===== src/rtl/fpu_issue_ctrl.sv =====
// Request-side issue controller for the FPU.
// Accepts one request at a time, pulses the one-hot opcode, waits for the
// FPU result (with a watchdog) and returns the result with its tag.
// Every output is driven straight from a register.
module fpu_issue_ctrl #(
    parameter int unsigned TIMEOUT = 64,
    parameter int unsigned TAGW    = 5
) (
    input  logic            sys_clk,
    input  logic            rstn,

    input  logic            req_valid,
    output logic            req_ready,
    input  logic [2:0]      req_op,
    input  logic [31:0]     req_x1,
    input  logic [31:0]     req_x2,
    input  logic [TAGW-1:0] req_tag,

    output logic [7:0]      fpu_opcode,
    output logic [31:0]     fpu_x1,
    output logic [31:0]     fpu_x2,
    input  logic [31:0]     fpu_y,
    input  logic            fpu_ovf,
    input  logic            fpu_out_valid,

    output logic            rsp_valid,
    input  logic            rsp_ready,
    output logic [31:0]     rsp_y,
    output logic            rsp_ovf,
    output logic [TAGW-1:0] rsp_tag,
    output logic            rsp_timeout,

    output logic            busy
);

    localparam int unsigned CntW = $clog2(TIMEOUT + 1);
    localparam logic [CntW-1:0] CntMax  = '1;
    // In WAIT the counter holds (WAIT cycle index - 1); this value marks the last WAIT cycle.
    localparam logic [CntW-1:0] CntLast = CntW'(TIMEOUT - 1);

    typedef enum logic [1:0] {
        StIdle,
        StIssue,
        StWait,
        StResp
    } state_e;

    state_e            state_q, state_d;
    logic [CntW-1:0]   cnt_q, cnt_d;
    logic [TAGW-1:0]   tag_q, tag_d;

    logic              req_ready_q, req_ready_d;
    logic [7:0]        fpu_opcode_q, fpu_opcode_d;
    logic [31:0]       fpu_x1_q, fpu_x1_d;
    logic [31:0]       fpu_x2_q, fpu_x2_d;
    logic              rsp_valid_q, rsp_valid_d;
    logic [31:0]       rsp_y_q, rsp_y_d;
    logic              rsp_ovf_q, rsp_ovf_d;
    logic [TAGW-1:0]   rsp_tag_q, rsp_tag_d;
    logic              rsp_timeout_q, rsp_timeout_d;
    logic              busy_q, busy_d;

    logic              accept;

    // req_ready_q is low in the first cycle after reset, so no accept can happen there.
    assign accept = req_valid && req_ready_q;

    // Next-state, watchdog and output-register computation.
    always_comb begin
        state_d       = state_q;
        cnt_d         = cnt_q;
        tag_d         = tag_q;
        fpu_opcode_d  = 8'h00;
        fpu_x1_d      = fpu_x1_q;
        fpu_x2_d      = fpu_x2_q;
        rsp_y_d       = rsp_y_q;
        rsp_ovf_d     = rsp_ovf_q;
        rsp_tag_d     = rsp_tag_q;
        rsp_timeout_d = rsp_timeout_q;

        case (state_q)
            StIdle: begin
                if (accept) begin
                    // Opcode is registered here so the pulse lands in the ISSUE cycle.
                    fpu_opcode_d = 8'b1 << req_op;
                    fpu_x1_d     = req_x1;
                    fpu_x2_d     = req_x2;
                    tag_d        = req_tag;
                    state_d      = StIssue;
                end
            end

            StIssue: begin
                cnt_d   = '0;
                state_d = StWait;
            end

            StWait: begin
                if (cnt_q != CntMax) begin
                    cnt_d = cnt_q + CntW'(1);
                end
                // A result in the last WAIT cycle still wins over the watchdog.
                if (fpu_out_valid) begin
                    rsp_y_d       = fpu_y;
                    rsp_ovf_d     = fpu_ovf;
                    rsp_timeout_d = 1'b0;
                    rsp_tag_d     = tag_q;
                    state_d       = StResp;
                end else if (cnt_q == CntLast) begin
                    rsp_y_d       = 32'h0000_0000;
                    rsp_ovf_d     = 1'b0;
                    rsp_timeout_d = 1'b1;
                    rsp_tag_d     = tag_q;
                    state_d       = StResp;
                end
            end

            StResp: begin
                // rsp_valid_q is always high in RESP, so rsp_ready alone completes it.
                if (rsp_ready) begin
                    state_d = StIdle;
                end
            end

            default: begin
                state_d = StIdle;
            end
        endcase

        req_ready_d = (state_d == StIdle);
        rsp_valid_d = (state_d == StResp);
        busy_d      = (state_d != StIdle);
    end

    // FSM state, watchdog counter and captured tag.
    always_ff @(posedge sys_clk or negedge rstn) begin
        if (!rstn) begin
            state_q <= StIdle;
            cnt_q   <= '0;
            tag_q   <= '0;
        end else begin
            state_q <= state_d;
            cnt_q   <= cnt_d;
            tag_q   <= tag_d;
        end
    end

    // Registered outputs toward the FPU, the requester and the consumer.
    always_ff @(posedge sys_clk or negedge rstn) begin
        if (!rstn) begin
            req_ready_q   <= 1'b0;
            fpu_opcode_q  <= 8'h00;
            fpu_x1_q      <= 32'h0000_0000;
            fpu_x2_q      <= 32'h0000_0000;
            rsp_valid_q   <= 1'b0;
            rsp_y_q       <= 32'h0000_0000;
            rsp_ovf_q     <= 1'b0;
            rsp_tag_q     <= '0;
            rsp_timeout_q <= 1'b0;
            busy_q        <= 1'b0;
        end else begin
            req_ready_q   <= req_ready_d;
            fpu_opcode_q  <= fpu_opcode_d;
            fpu_x1_q      <= fpu_x1_d;
            fpu_x2_q      <= fpu_x2_d;
            rsp_valid_q   <= rsp_valid_d;
            rsp_y_q       <= rsp_y_d;
            rsp_ovf_q     <= rsp_ovf_d;
            rsp_tag_q     <= rsp_tag_d;
            rsp_timeout_q <= rsp_timeout_d;
            busy_q        <= busy_d;
        end
    end

    assign req_ready   = req_ready_q;
    assign fpu_opcode  = fpu_opcode_q;
    assign fpu_x1      = fpu_x1_q;
    assign fpu_x2      = fpu_x2_q;
    assign rsp_valid   = rsp_valid_q;
    assign rsp_y       = rsp_y_q;
    assign rsp_ovf     = rsp_ovf_q;
    assign rsp_tag     = rsp_tag_q;
    assign rsp_timeout = rsp_timeout_q;
    assign busy        = busy_q;

endmodule


===== config.mk =====
export PLATFORM = sky130hd
export DESIGN_NAME = fpu_issue_ctrl
export DESIGN_NICKNAME = d
export VERILOG_FILES = /design/src/rtl/fpu_issue_ctrl.sv
export SDC_FILE = /design/constraint.sdc
export NUM_CORES = 1
export LEC_CHECK = 0
export CAP_MARGIN = 20
export CORE_UTILIZATION = 42
export DETAILED_ROUTE_END_ITERATION = 10
export PLACE_DENSITY_LB_ADDON = 0.1
export SETUP_SLACK_MARGIN = 0.5
export SLEW_MARGIN = 20
export SYNTH_ARGS = -nofsm -noshare
export SYNTH_HDL_FRONTEND = slang
export SYNTH_SLANG_ARGS = --single-unit

===== constraint.sdc =====
create_clock -name sys_clk -period 1.99 [get_ports sys_clk]
set_input_delay 0.398 -clock sys_clk [delete_from_list [all_inputs] [get_ports sys_clk]]
set_output_delay 0.398 -clock sys_clk [all_outputs]
set_load 0.005 [all_outputs]

Yosys cells after proc, flatten, opt, wreduce, memory -nomap -nowiden
Index checks and enable logic that the tools add are counted.

Input bits: 110. Bits in registers: 128.

Reductions and logical operators: 9. Equal/unequal tests: 7. Add/subtract/negate cells: 1. Muxes and demuxes: 17. Shift-type cells: 1.

Operators with widths (number): 2-to-1 mux 32 bit (2); 2-to-1 mux 8 bit (2); one-hot mux 7 bit (2 select lines) (1); 2-to-1 mux 5 bit (2); 2-to-1 mux 2 bit (4); one-hot mux 2 bit (4 select lines) (1); << shifter 1 x 3 -> 8 bit, first input constant (1); adder 7 x 1 -> 7 bit, second input constant (1); == test 7 x 6 -> 1 bit, second input constant (1); 2-to-1 mux 7 bit (1); inequality test 7 bit, second input constant (1); == test 2 bit, second input constant (3); AND reduction 2 bit (3); nonzero test 2 bit (3); logical NOT 2 bit (2); 2-to-1 mux 1 bit (4); == test 2 x 1 -> 1 bit, second input constant (1); inequality test 2 bit, second input constant (1); logical AND 1 bit (1).

Logic depth before layout (Yosys ltp)
Depth after elaboration: 5. Gate-level depth with buffers: 6. Gate-level depth less buffers: 4.

Worst setup path after synthesis
OpenSTA, ideal clock, no wires.

Path type: flip-flop to flip-flop. Start point: register state_q[0]. End point: register fpu_x1_q[0], in the netlist fpu_x1[0]. Path slack: 0.422 ns. Arrival time: 1.443 ns. Period minus slack after synthesis: 1.568 ns. Cell stages (with the launch flop): 6. Setup time: 0.125 ns. Buffers on the path: 3. Cell sequence: dfrtp_1 > buf_6 > nor4bb_2 > buf_6 > buf_12 > mux2_2.

Longest elaborated chain between the ends: 2.

Ends and longest elaborated chain: from (decl) (RTL line 48) `state_e state_q, state_d;`; from (signal assigned) (RTL line 138) `state_q <= StIdle;`; from (signal assigned) (RTL line 142) `state_q <= state_d;`; logical NOT 2 bit (RTL line 81) `case (state_q)`; AND reduction 2 bit (no line); to (signal assigned) (RTL line 164) `fpu_x1_q <= fpu_x1_d;`; to (decl) (RTL line 54) `logic [31:0] fpu_x1_q, fpu_x1_d;`.

Every way passes these cells. A chain may end at the register's enable or synchronous reset.

Final worst setup path
Start point: register state_q[0]. End point: register rsp_y_q[9], in the netlist rsp_y[9].

Longest elaborated chain between the ends: 2.

Ends and longest elaborated chain: == test 2 bit (RTL line 81); AND reduction 2 bit (no line); to (signal assigned) (RTL line 167) `rsp_y_q <= rsp_y_d;`; to (decl) (RTL line 57) `logic [31:0] rsp_y_q, rsp_y_d;`.

Every way passes these cells.

==> impl_metrics.tcl <==
set metrics [dict create \
    r2r_end "rsp_y[9]$_DFFE_PN0P_" \
    tightest_slew_ns 0.449 \
    powerDensity_nw_per_um2 1360 \
    syn_area_sq_um 5140 \
    die_w_um 113 \
    timing.final.crit_share_pct 82.6 \
    cts_buffers 17 \
    reg2reg_from "state_q[0]$_DFF_PN0_" \
    grt_util_met1_pct 25.8 \
    ys_seq_area_share_pct 62.3 \
    maxSlewViolCount 0 \
    period_needed_ns 1.64 \
    htreeDepth 4 \
    setup.worst_path.end_class "flop" \
    antennaDiodeCount 0 \
    yosys_warnings 0 \
    setup_viol 0 \
    layout-drive-gt1-share_pct 31.0 \
    worst_slew_margin_rel_pct 70.0 \
    die_y_um 113 \
    core-area_sq_um 12000 \
    start_util_pct 43.0 \
    grt.total_usage_pct 21.6 \
    dr.pass1.iters 4 \
    hold_violations 0 \
    peakVddDrop_mv 0.653 \
    place_worst_setup_slack_ns 0.00487 \
    drv_cap 0 \
    syn_to_final_growth_pct 73.8 \
    antenna_found_initial 0 \
    grt_pass1_vias 4145 \
    fin_area_sq_um 8940 \
    wire_per_inst_um 16.7 \
    instances_no_fill 830 \
    critPathArrivalTime_ns 1.92 \
    hold_path_class "in2async" \
    status "completed" \
    finalClockSkew_ns 0.00824 \
    tns_ns 0 \
    setup_ws_ns 0.347 \
    grt_pass1_wl_um 21100 \
    insertion_delay_ns 0.40 \
    synth_cells 388 \
    static-leakage-power_nw 4.24 \
    grt_busiest_layer "met2" \
    synth_cell_types 37 \
    synth_seq_cells 128 \
    vias 4093 \
    whs_ns 0.485 \
    hpwl_um 8760 \
    rsz0062_at_grt "true" \
    syn_avg_cell_area_sq_um 13.3 \
    grt_max_degree 55 \
    gp_congestion 0.779 \
    clk_pin_slew_ns 0.06 \
    ant_nets 0 \
    drc 0 \
    cts_tree "done" \
    ff2ff_path_depth 6 \
    cts_sinks 128 \
    power_mw 12.2 \
    fmax_mhz 609 \
    final_core_util_pct 74.8 \
    dieArea_sq_um 12700 \
    worstSetupStartpointType "flop" \
    grt_overflow_total 0 \
    use_met2_pct 37.1 \
    detail_route.vias_per_cell 4.93 \
    synth_fp_nets 499 \
    finalNetCount 781 \
    fill_cells 816 \
    drt_iter0_markers 265 \
    place_area_sq_um 7530 \
    clk_path_buf_depth 2 \
    port_buffers 223 \
    use_met3_pct 5.51 \
    crit_required_ns 2.27 \
    clock_tree.root_cell "clkbuf_16" \
    crit_fanout 6 \
    dp_cells 750 \
    ff2ff_setup_slack_ns 0.35 \
    path_class "reg2reg" \
    num_io_pins 224 \
    wl_um 13900 \
    row_count 40 \
]
metal layers:
layer | wire (um) | vias to the layer above | part of all wire (%)
met5 | 0 | - | 0
met4 | 200 | 0 | 1.4
met3 | 770 | 16 | 5.6
met2 | 7210 | 134 | 52
met1 | 5670 | 2027 | 41
li1 | - | 1916 | -
synth_stat cells, drive strengths merged:
library cell / number / area (sq um)
o2bb2ai: 1 / 8.76
and3: 3 / 18.8
o21ai: 37 / 185
ha: 1 / 12.5
and2b: 1 / 7.51
nor4bb: 1 / 16.3
dfrtp: 128 / 3200
nor4: 1 / 6.26
and3b: 1 / 8.76
buf: 15 / 193
inv: 3 / 11.3
nand2b: 3 / 18.8
nor2: 8 / 30.0
a211o: 2 / 17.5
clkbuf: 7 / 28.8
and4: 1 / 8.76
nand3: 2 / 10.0
a21oi: 6 / 30.0
and2: 1 / 6.26
nor3: 4 / 25.0
nand3b: 1 / 7.51
nand4b: 2 / 17.5
mux2: 74 / 901
a31oi: 1 / 6.26
nand2: 73 / 282
or3: 1 / 6.26
a211oi: 2 / 15.0
o211ai: 3 / 22.5
a311oi: 2 / 17.5
a41oi: 1 / 8.76
o21a: 2 / 15.0
report_power, final:
part           switching (mW)  internal (mW)  total, mW  leakage, nW
registers               0.614           3.73       4.35         1.60
logic                    1.69           2.95       4.63         2.35
clock network            1.13           2.07       3.21        0.295
critical path, stage by stage, from the launching register on:
cell and delay (ns):
dfrtp_2 0.44, buf_6 0.13, nand4b_1 0.29, nor2_4 0.32, buf_6 0.14, buf_6 0.11
o21ai_0 0.09
flip-flops by register name, indices dropped and copies added, names as in the netlist:
register,count
fpu_x2,32
rsp_tag,5
tag_q,5
fpu_x1,32
busy,1
rsp_y,32
fpu_opcode,8
rsp_timeout,1
cnt_q,7
state_q,2
rsp_valid,1
rsp_ovf,1
req_ready,1
layout by cell type (no fill, tap or decap), drive strengths merged, types with 4 or more instances in the layout:
cell type      instances
dfrtp                128
o21ai                 37
nand2                 73
clkdlybuf4s15         14
a21oi                  6
nor2                   8
mux2                  74
clkinvlp               4
dlygate4sd2          100
nor3                   4
clkdlybuf4s50        108
clkbuf                23
buf                   59
inv                    5
logic make-up after synthesis:
| kind of cell | Yosys count | synth area share [%] |
|---|---|---|
| adder cells (fa/ha/maj) | 1 | 0.243 |
| buffers and inverters | 25 | 4.52 |
| AO/OA/AOI/OAI | 57 | 6.35 |
| flip-flops | 128 | 62.3 |
| multiplexers | 74 | 17.5 |
| AND/OR/NAND/NOR | 103 | 9.12 |
repair_timing:
item / in CTS / in global routing
buffers inserted: 21 / 14
gates resized for setup: 151 / 112
hold buffers: 1 / 0
endpoints found under the setup margin: 232 / 138
cloned: 5 / 7
pin swaps: 2 / 34
endpoints found under the hold margin: 31 / 0
cell type report:
type,count,area [sq um],share of cell area (%)
clock buffers,20,467,5.22
clock inverters,12,156,1.75
inverters,3,11.3,0.126
multi-input cells,235,2000,22.3
flip-flops and latches,128,3210,35.9
well taps,147,184,2.06
repair buffers,285,2920,32.7
worst max path at each step:
stage	to	startpoint	slack, ns
after floorplan	fpu_x1[0]$_DFFE_PN0P_	state_q[0]$_DFF_PN0_	0.45
after global placement	fpu_x2[22]$_DFFE_PN0P_	req_valid	0.05
after detailed placement	fpu_x2[4]$_DFFE_PN0P_	req_valid	0.005
after CTS	tag_q[4]$_DFFE_PN0P_	state_q[0]$_DFF_PN0_	0.33
after global routing	rsp_y[9]$_DFFE_PN0P_	state_q[0]$_DFF_PN0_	0.28
final	rsp_y[9]$_DFFE_PN0P_	state_q[0]$_DFF_PN0_	0.35
Note: power is estimated with default switching activity, not from simulation.
